`config.mk`:
```
export PLATFORM = sky130hd
export DESIGN_NAME = flag_reg
export DESIGN_NICKNAME = d
export VERILOG_FILES = /design/src/rtl/flag_pkg.sv /design/src/rtl/flag_stack.sv /design/src/rtl/flag_reg.sv
export SDC_FILE = /design/constraint.sdc
export NUM_CORES = 1
export LEC_CHECK = 0
export ABC_AREA = 1
export BUFFER_PORTS_ARGS = -buffer_cell sky130_fd_sc_hd__buf_2
export CAP_MARGIN = 20
export CORE_MARGIN = 2
export CORE_UTILIZATION = 30
export CTS_CLUSTER_DIAMETER = 200
export CTS_CLUSTER_SIZE = 10
export DETAILED_ROUTE_END_ITERATION = 16
export SYNTH_ARGS = -nofsm -noshare
export SYNTH_HDL_FRONTEND = slang
export SYNTH_SLANG_ARGS = --single-unit
```
`constraint.sdc`:
```
create_clock -name clk -period 7.1 [get_ports clk]
set_input_delay 1.065 -clock clk [delete_from_list [all_inputs] [get_ports clk]]
set_output_delay 1.065 -clock clk [all_outputs]
set_load 0.05 [all_outputs]
```
`src/rtl/flag_pkg.sv`:
```
// Shared definitions for the flag register and its save/restore stack.
package flag_pkg;

    // ALU operation encodings
    typedef enum logic [1:0] {
        AluAdd   = 2'b00,
        AluSub   = 2'b01,
        AluLogic = 2'b10,
        AluPass  = 2'b11
    } alu_op_e;

    // Bit positions inside the packed {n,z,c,v} flag vector
    localparam int unsigned FLAG_N = 3;
    localparam int unsigned FLAG_Z = 2;
    localparam int unsigned FLAG_C = 1;
    localparam int unsigned FLAG_V = 0;
    localparam int unsigned FLAG_W = 4;

    localparam int unsigned STK_DEPTH_DEFAULT = 4;

endpackage

```
`src/rtl/flag_stack.sv`:
```
// Small LIFO holding saved flag vectors, with occupancy and sticky misuse status.
module flag_stack
    import flag_pkg::*;
#(
    parameter int unsigned STK_DEPTH = STK_DEPTH_DEFAULT
) (
    input  logic              clk,
    input  logic              rst,
    input  logic              push,
    input  logic              pop,
    input  logic [FLAG_W-1:0] wdata,
    output logic [FLAG_W-1:0] rdata,
    output logic              pop_ok,
    output logic              full,
    output logic              empty,
    output logic              err
);

    localparam int unsigned AW = $clog2(STK_DEPTH);
    localparam int unsigned CW = AW + 1;

    logic [CW-1:0]     count_q, count_d;
    logic              err_q, err_d;
    logic [FLAG_W-1:0] mem_q [STK_DEPTH];
    logic [FLAG_W-1:0] mem_d [STK_DEPTH];
    logic              push_ok;
    logic [CW-1:0]     top_idx;

    // Status decode and top-of-stack read
    always_comb begin
        full    = (count_q == CW'(STK_DEPTH));
        empty   = (count_q == '0);
        // Simultaneous push and pop is treated as misuse: neither takes effect
        push_ok = push & ~pop & ~full;
        pop_ok  = pop & ~push & ~empty;
        top_idx = count_q - CW'(1);
        rdata   = mem_q[top_idx[AW-1:0]];
        err     = err_q;
    end

    // Next-state for pointer, contents and sticky error
    always_comb begin
        count_d = count_q;
        mem_d   = mem_q;
        err_d   = err_q | (push & pop) | (push & full) | (pop & empty);
        if (push_ok) begin
            mem_d[count_q[AW-1:0]] = wdata;
            count_d                = count_q + CW'(1);
        end else if (pop_ok) begin
            count_d = count_q - CW'(1);
        end
    end

    // Pointer and error state with synchronous reset
    always_ff @(posedge clk) begin
        if (rst) begin
            count_q <= '0;
            err_q   <= 1'b0;
        end else begin
            count_q <= count_d;
            err_q   <= err_d;
        end
    end

    // Storage is not reset; entries above the pointer are never read as valid
    always_ff @(posedge clk) begin
        mem_q <= mem_d;
    end

endmodule

```
`src/rtl/flag_reg.sv`:
```
// Condition-flag register: ALU flag generation, explicit load and LIFO save/restore.
module flag_reg
    import flag_pkg::*;
#(
    parameter int unsigned STK_DEPTH = STK_DEPTH_DEFAULT
) (
    input  logic        clk,
    input  logic        rst,
    input  logic        alu_valid,
    input  logic        set_flags,
    input  logic [1:0]  alu_op,
    input  logic [31:0] a,
    input  logic [31:0] b,
    input  logic [31:0] res,
    input  logic        ld_flags,
    input  logic [3:0]  ld_val,
    input  logic        push,
    input  logic        pop,
    output logic        n,
    output logic        z,
    output logic        c,
    output logic        v,
    output logic        flags_valid,
    output logic        stk_full,
    output logic        stk_empty,
    output logic        stk_err
);

    logic [FLAG_W-1:0] flags_q, flags_d;
    logic              valid_q, valid_d;
    logic [FLAG_W-1:0] alu_flags;
    logic [FLAG_W-1:0] stk_top;
    logic              pop_ok;
    logic              alu_wr;
    logic [31:0]       add_lo;

    flag_stack #(
        .STK_DEPTH(STK_DEPTH)
    ) u_stack (
        .clk   (clk),
        .rst   (rst),
        .push  (push),
        .pop   (pop),
        .wdata (flags_q),
        .rdata (stk_top),
        .pop_ok(pop_ok),
        .full  (stk_full),
        .empty (stk_empty),
        .err   (stk_err)
    );

    // Flags an ALU result would produce; c and v hold for logic/pass
    always_comb begin
        alu_flags         = flags_q;
        // Low 32 bits of a+b wrap below a exactly when the 33-bit sum carries out
        add_lo            = a + b;
        alu_flags[FLAG_N] = res[31];
        alu_flags[FLAG_Z] = (res == '0);
        unique case (alu_op_e'(alu_op))
            AluAdd: begin
                alu_flags[FLAG_C] = (add_lo < a);
                alu_flags[FLAG_V] = (a[31] == b[31]) & (res[31] != a[31]);
            end
            AluSub: begin
                // Carry means no borrow
                alu_flags[FLAG_C] = (a >= b);
                alu_flags[FLAG_V] = (a[31] != b[31]) & (res[31] != a[31]);
            end
            AluLogic, AluPass: begin
            end
        endcase
    end

    // Write-source selection: restore beats explicit load beats ALU update
    always_comb begin
        alu_wr  = alu_valid & set_flags;
        flags_d = flags_q;
        if (pop_ok) begin
            flags_d = stk_top;
        end else if (ld_flags) begin
            flags_d = ld_val;
        end else if (alu_wr) begin
            flags_d = alu_flags;
        end
        valid_d = valid_q | pop_ok | ld_flags | alu_wr;
    end

    // Flag and valid registers with synchronous reset
    always_ff @(posedge clk) begin
        if (rst) begin
            flags_q <= '0;
            valid_q <= 1'b0;
        end else begin
            flags_q <= flags_d;
            valid_q <= valid_d;
        end
    end

    assign n           = flags_q[FLAG_N];
    assign z           = flags_q[FLAG_Z];
    assign c           = flags_q[FLAG_C];
    assign v           = flags_q[FLAG_V];
    assign flags_valid = valid_q;

endmodule
```
==> Implementation_results.wiki <==
{| class="wikitable"
! Metric !! Value
|-
| Gate count after technology mapping || 709
|-
| Starting DRT DRC Count || 220
|-
| Placeable core region || 15800 sq um
|-
| Hold Crit Endpoint || flags_valid
|-
| Worst R2R Start || u_stack.count_q[0]
|-
| Total global routing track utilization || 15.2%
|-
| Number of rows in the core area || 46
|-
| Initial Utilization || 30.6%
|-
| Top-level I/O count || 117
|-
| Count of final max-slew check failures || 0
|-
| CTS tree || built
|-
| Number of iterations in the first detailed-routing pass || 5
|-
| Final Instance Area || 5780 sq um
|-
| Antenna cells || 0
|-
| Number of hold buffers added after CTS || 0
|-
| FF-to-FF setup slack || 4.50 ns
|-
| Final cycle utilization of the critical path || 54.1%
|-
| Vertical die dimension || 131 microns
|-
| Syn. warnings || 0
|-
| Via density per instance || 4.60
|-
| Placement-stage cell area || 5690 sq um
|-
| Count of port buffers added during placement || 116
|-
| Power per cell area || 140 nW/um^2
|-
| Setup CP Type || input port to register
|-
| Post-CTS setup buffer count || 0
|-
| Detailed Place HPWL || 11.9 mm
|-
| Width of the die || 131 microns
|-
| Hold crit path type || register to register
|-
| Mapped Avg Cell Area || 6.84 sq um
|-
| Power consumption || 0.810 mW
|-
| Worst slew margin relative to its limit || 65.5%
|-
| Unrepaired setup endpoints after global routing || false
|-
| Vias after detailed routing || 4804
|-
| Startpoint class of the critical path || input port
|-
| Total Nets Final || 1038
|-
| Remaining antenna violation count after routing || 0
|-
| Number of endpoints failing setup at the final stage || 0
|-
| Residual DRC || 0
|-
| Final sum of negative setup slack || 0 ns
|-
| Number of cells traversed by the worst register-to-register path || 10
|-
| Largest voltage drop on the vdd net || 0.109 mV
|-
| Required time at the endpoint of the critical path || 7.25 ns
|-
| Die footprint || 17200 sq um
|-
| # H-tree levels || 1
|-
| Area growth from synthesis to layout || 19.2%
|-
| Final global-route overflow total || 0
|-
| Average wire per standard cell || 12.7 microns
|-
| P_leak || 3.05 nW
|-
| Clock buffer count from CTS || 3
|-
| Total count of hold-check failures in the final report || 0
|-
| CP Max Fanout || 4
|-
| Critical hold path startpoint || flags_valid
|-
| Outcome || finished, final reports clean
|-
| Summed instance area of the synthesized netlist || 4850 sq um
|-
| Count of unique library cells instantiated by Yosys || 47
|-
| Number of register bits inferred by synthesis || 25
|-
| Count of placed standard cells in the final layout, fillers left out || 1044
|-
| Net Count, Synth || 918
|-
| Clock insertion delay at the later pin of the skew report || 0.26 ns
|-
| Pre-CTS setup slack || 2.97 ns
|-
| Sinks on the clock net || 25
|-
| Buffer cell driving the clock tree root || sky130_fd_sc_hd__clkbuf_16
|-
| Worst endpoint data arrival time || 3.99 ns
|-
| Resize count post-CTS || 0
|-
| Fraction of layout instances using a drive strength above 1 || 22.5%
|-
| Total Wirelength || 13.3 mm
|-
| Proportion of synthesized chip area in sequential cells || 13.6%
|-
| Clock input transition at the sequential cells of the worst setup and hold paths || 0.06 ns
|-
| End of the worst register-to-register path || flags_q[0]
|-
| Final weighted congestion of routability-driven global placement || 0.959
|-
| Number of global-route vias before repair || 4762
|-
| Highest Clock Rate || 0.260 GHz
|-
| Worst Clk Skew || 0.00230 ns
|-
| Final worst slack || 3.26 ns
|-
| Cell depth of the worst min-delay path || 2
|-
| Global-route wire length before repair || 22.3 mm
|-
| Slew at the pin with the worst max-slew slack || 0.517 ns
|-
| Minimum clock period || 3.84 ns
|-
| Number of buffers between clock root and the deepest sink || 2
|-
| Largest net degree at the start of global routing || 16
|-
| Max-capacitance violation count || 0
|-
| Critical Path Sink Type || register
|-
| Cell total after placement || 1040
|-
| Number of antenna violations at the first check in global routing || 0
|}
[metrics by stage]
stage / util, % / hold slack [ns]
3_3_place_gp: 36.0 / 0.468
2_1_floorplan: - / 0.466
6_report: 36.5 / 0.475
4_1_cts: 36.5 / 0.482
3_5_place_dp: 36.0 / 0.466
5_1_grt: 36.5 / 0.505
[worst max-delay path by stage]
stage | slack (ns) | depth (start not counted) | endpoint | startpoint
CTS | 3.23 | 20 | flags_q[1] | a[0]
global route | 2.96 | 20 | flags_q[1] | a[0]
detailed placement | 2.97 | 20 | flags_q[1] | a[0]
finish | 3.26 | 20 | flags_q[1] | a[0]
floorplan | 3.59 | 19 | flags_q[1] | a[0]
global placement | 2.99 | 20 | flags_q[1] | a[0]
[power by group]
group          internal (mW)  switching (mW)
clock network         0.0764          0.0499
logic                  0.182           0.315
registers              0.173          0.0143
[layout make-up]
class	instances	area [sq um]
multi-input cells	537	3630
repair buffers	116	581
clock buffers	3	75.1
clock inverters	1	7.51
flip-flops and latches	25	661
inverters	146	548
fillers	1705	10100
well taps	216	270
[metal layers]
layer / routed length [microns] / vias to the layer above / global-route usage [%]
li1: - / 2576 / -
met1: 6610 / 2115 / 21.1
met2: 6030 / 101 / 26.0
met3: 485 / 12 / 1.66
met4: 146 / 0 / 2.23
met5: 0 / - / 0
[flip-flops by register name, summed over array words and instances, names as in the netlist]
signal and flops:
flags_q 4, flags_valid 1, u_stack.count_q 3, u_stack.err 1, u_stack.mem_q 16
[critical path: stages]
cell	delay (ns)
sky130_fd_sc_hd__buf_2	0.11
sky130_fd_sc_hd__ha_1	0.22
sky130_fd_sc_hd__fa_1	0.42
sky130_fd_sc_hd__nand3_1	0.13
sky130_fd_sc_hd__nand2_2	0.10
sky130_fd_sc_hd__a21boi_4	0.21
sky130_fd_sc_hd__o21ai_2	0.12
sky130_fd_sc_hd__a21oi_2	0.24
sky130_fd_sc_hd__o21ai_1	0.11
sky130_fd_sc_hd__xor2_1	0.17
sky130_fd_sc_hd__ha_1	0.28
sky130_fd_sc_hd__nand2_1	0.04
sky130_fd_sc_hd__nor2_1	0.17
sky130_fd_sc_hd__nand4_1	0.16
sky130_fd_sc_hd__nor2_1	0.12
sky130_fd_sc_hd__nand2_1	0.06
sky130_fd_sc_hd__nand3_1	0.08
sky130_fd_sc_hd__nand3_1	0.08
sky130_fd_sc_hd__nand2_1	0.07
sky130_fd_sc_hd__a21oi_1	0.05
[cells in the mapped netlist, drive strengths merged]
master	count	share of area [%]
a211oi	1	0.15
a21boi	3	0.77
a21o	3	0.49
a21oi	75	9.3
a221oi	3	0.54
a31oi	4	0.52
clkbuf	1	0.077
clkinv	2	0.15
dfxtp	9	3.7
edfxtp	16	9.9
fa	1	0.41
ha	99	26
inv	144	11
nand2	125	10
nand3	18	1.9
nand4	9	1.4
nor2	69	5.9
nor3	16	2.1
nor3b	1	0.15
nor4	13	1.9
o2111ai	1	0.18
o211ai	2	0.41
o21a	4	0.62
o21ai	54	6.2
o21bai	3	0.46
o22ai	4	0.52
o31ai	1	0.15
or2	1	0.13
xnor2	4	0.72
xor2	23	4.2
[cells in the final DEF, fill, tap and decap left out, drive strengths merged, types with 4 or more instances in the layout]
cell / instances
nand4: 9
edfxtp: 16
nor2: 69
nor3: 16
o21ai: 54
a21oi: 75
o21a: 4
o22ai: 4
xnor2: 4
xor2: 23
inv: 144
buf: 116
nand2: 125
ha: 99
a31oi: 4
nand3: 18
nor4: 13
dfxtp: 9
[cells by family (layout without fill, tap and decap cells)]
| kind of cell | after synthesis | count (layout) | share of synthesized area (%) |
|---|---|---|---|
| fa+ha+maj | 100 | 100 | 26.0 |
| compound gates | 158 | 158 | 20.3 |
| xor+xnor | 27 | 27 | 4.88 |
| flops | 25 | 25 | 13.6 |
| buf+inv | 147 | 266 | 11.4 |
| simple gates | 252 | 252 | 23.8 |
Note: power is estimated with default switching activity, not from simulation.
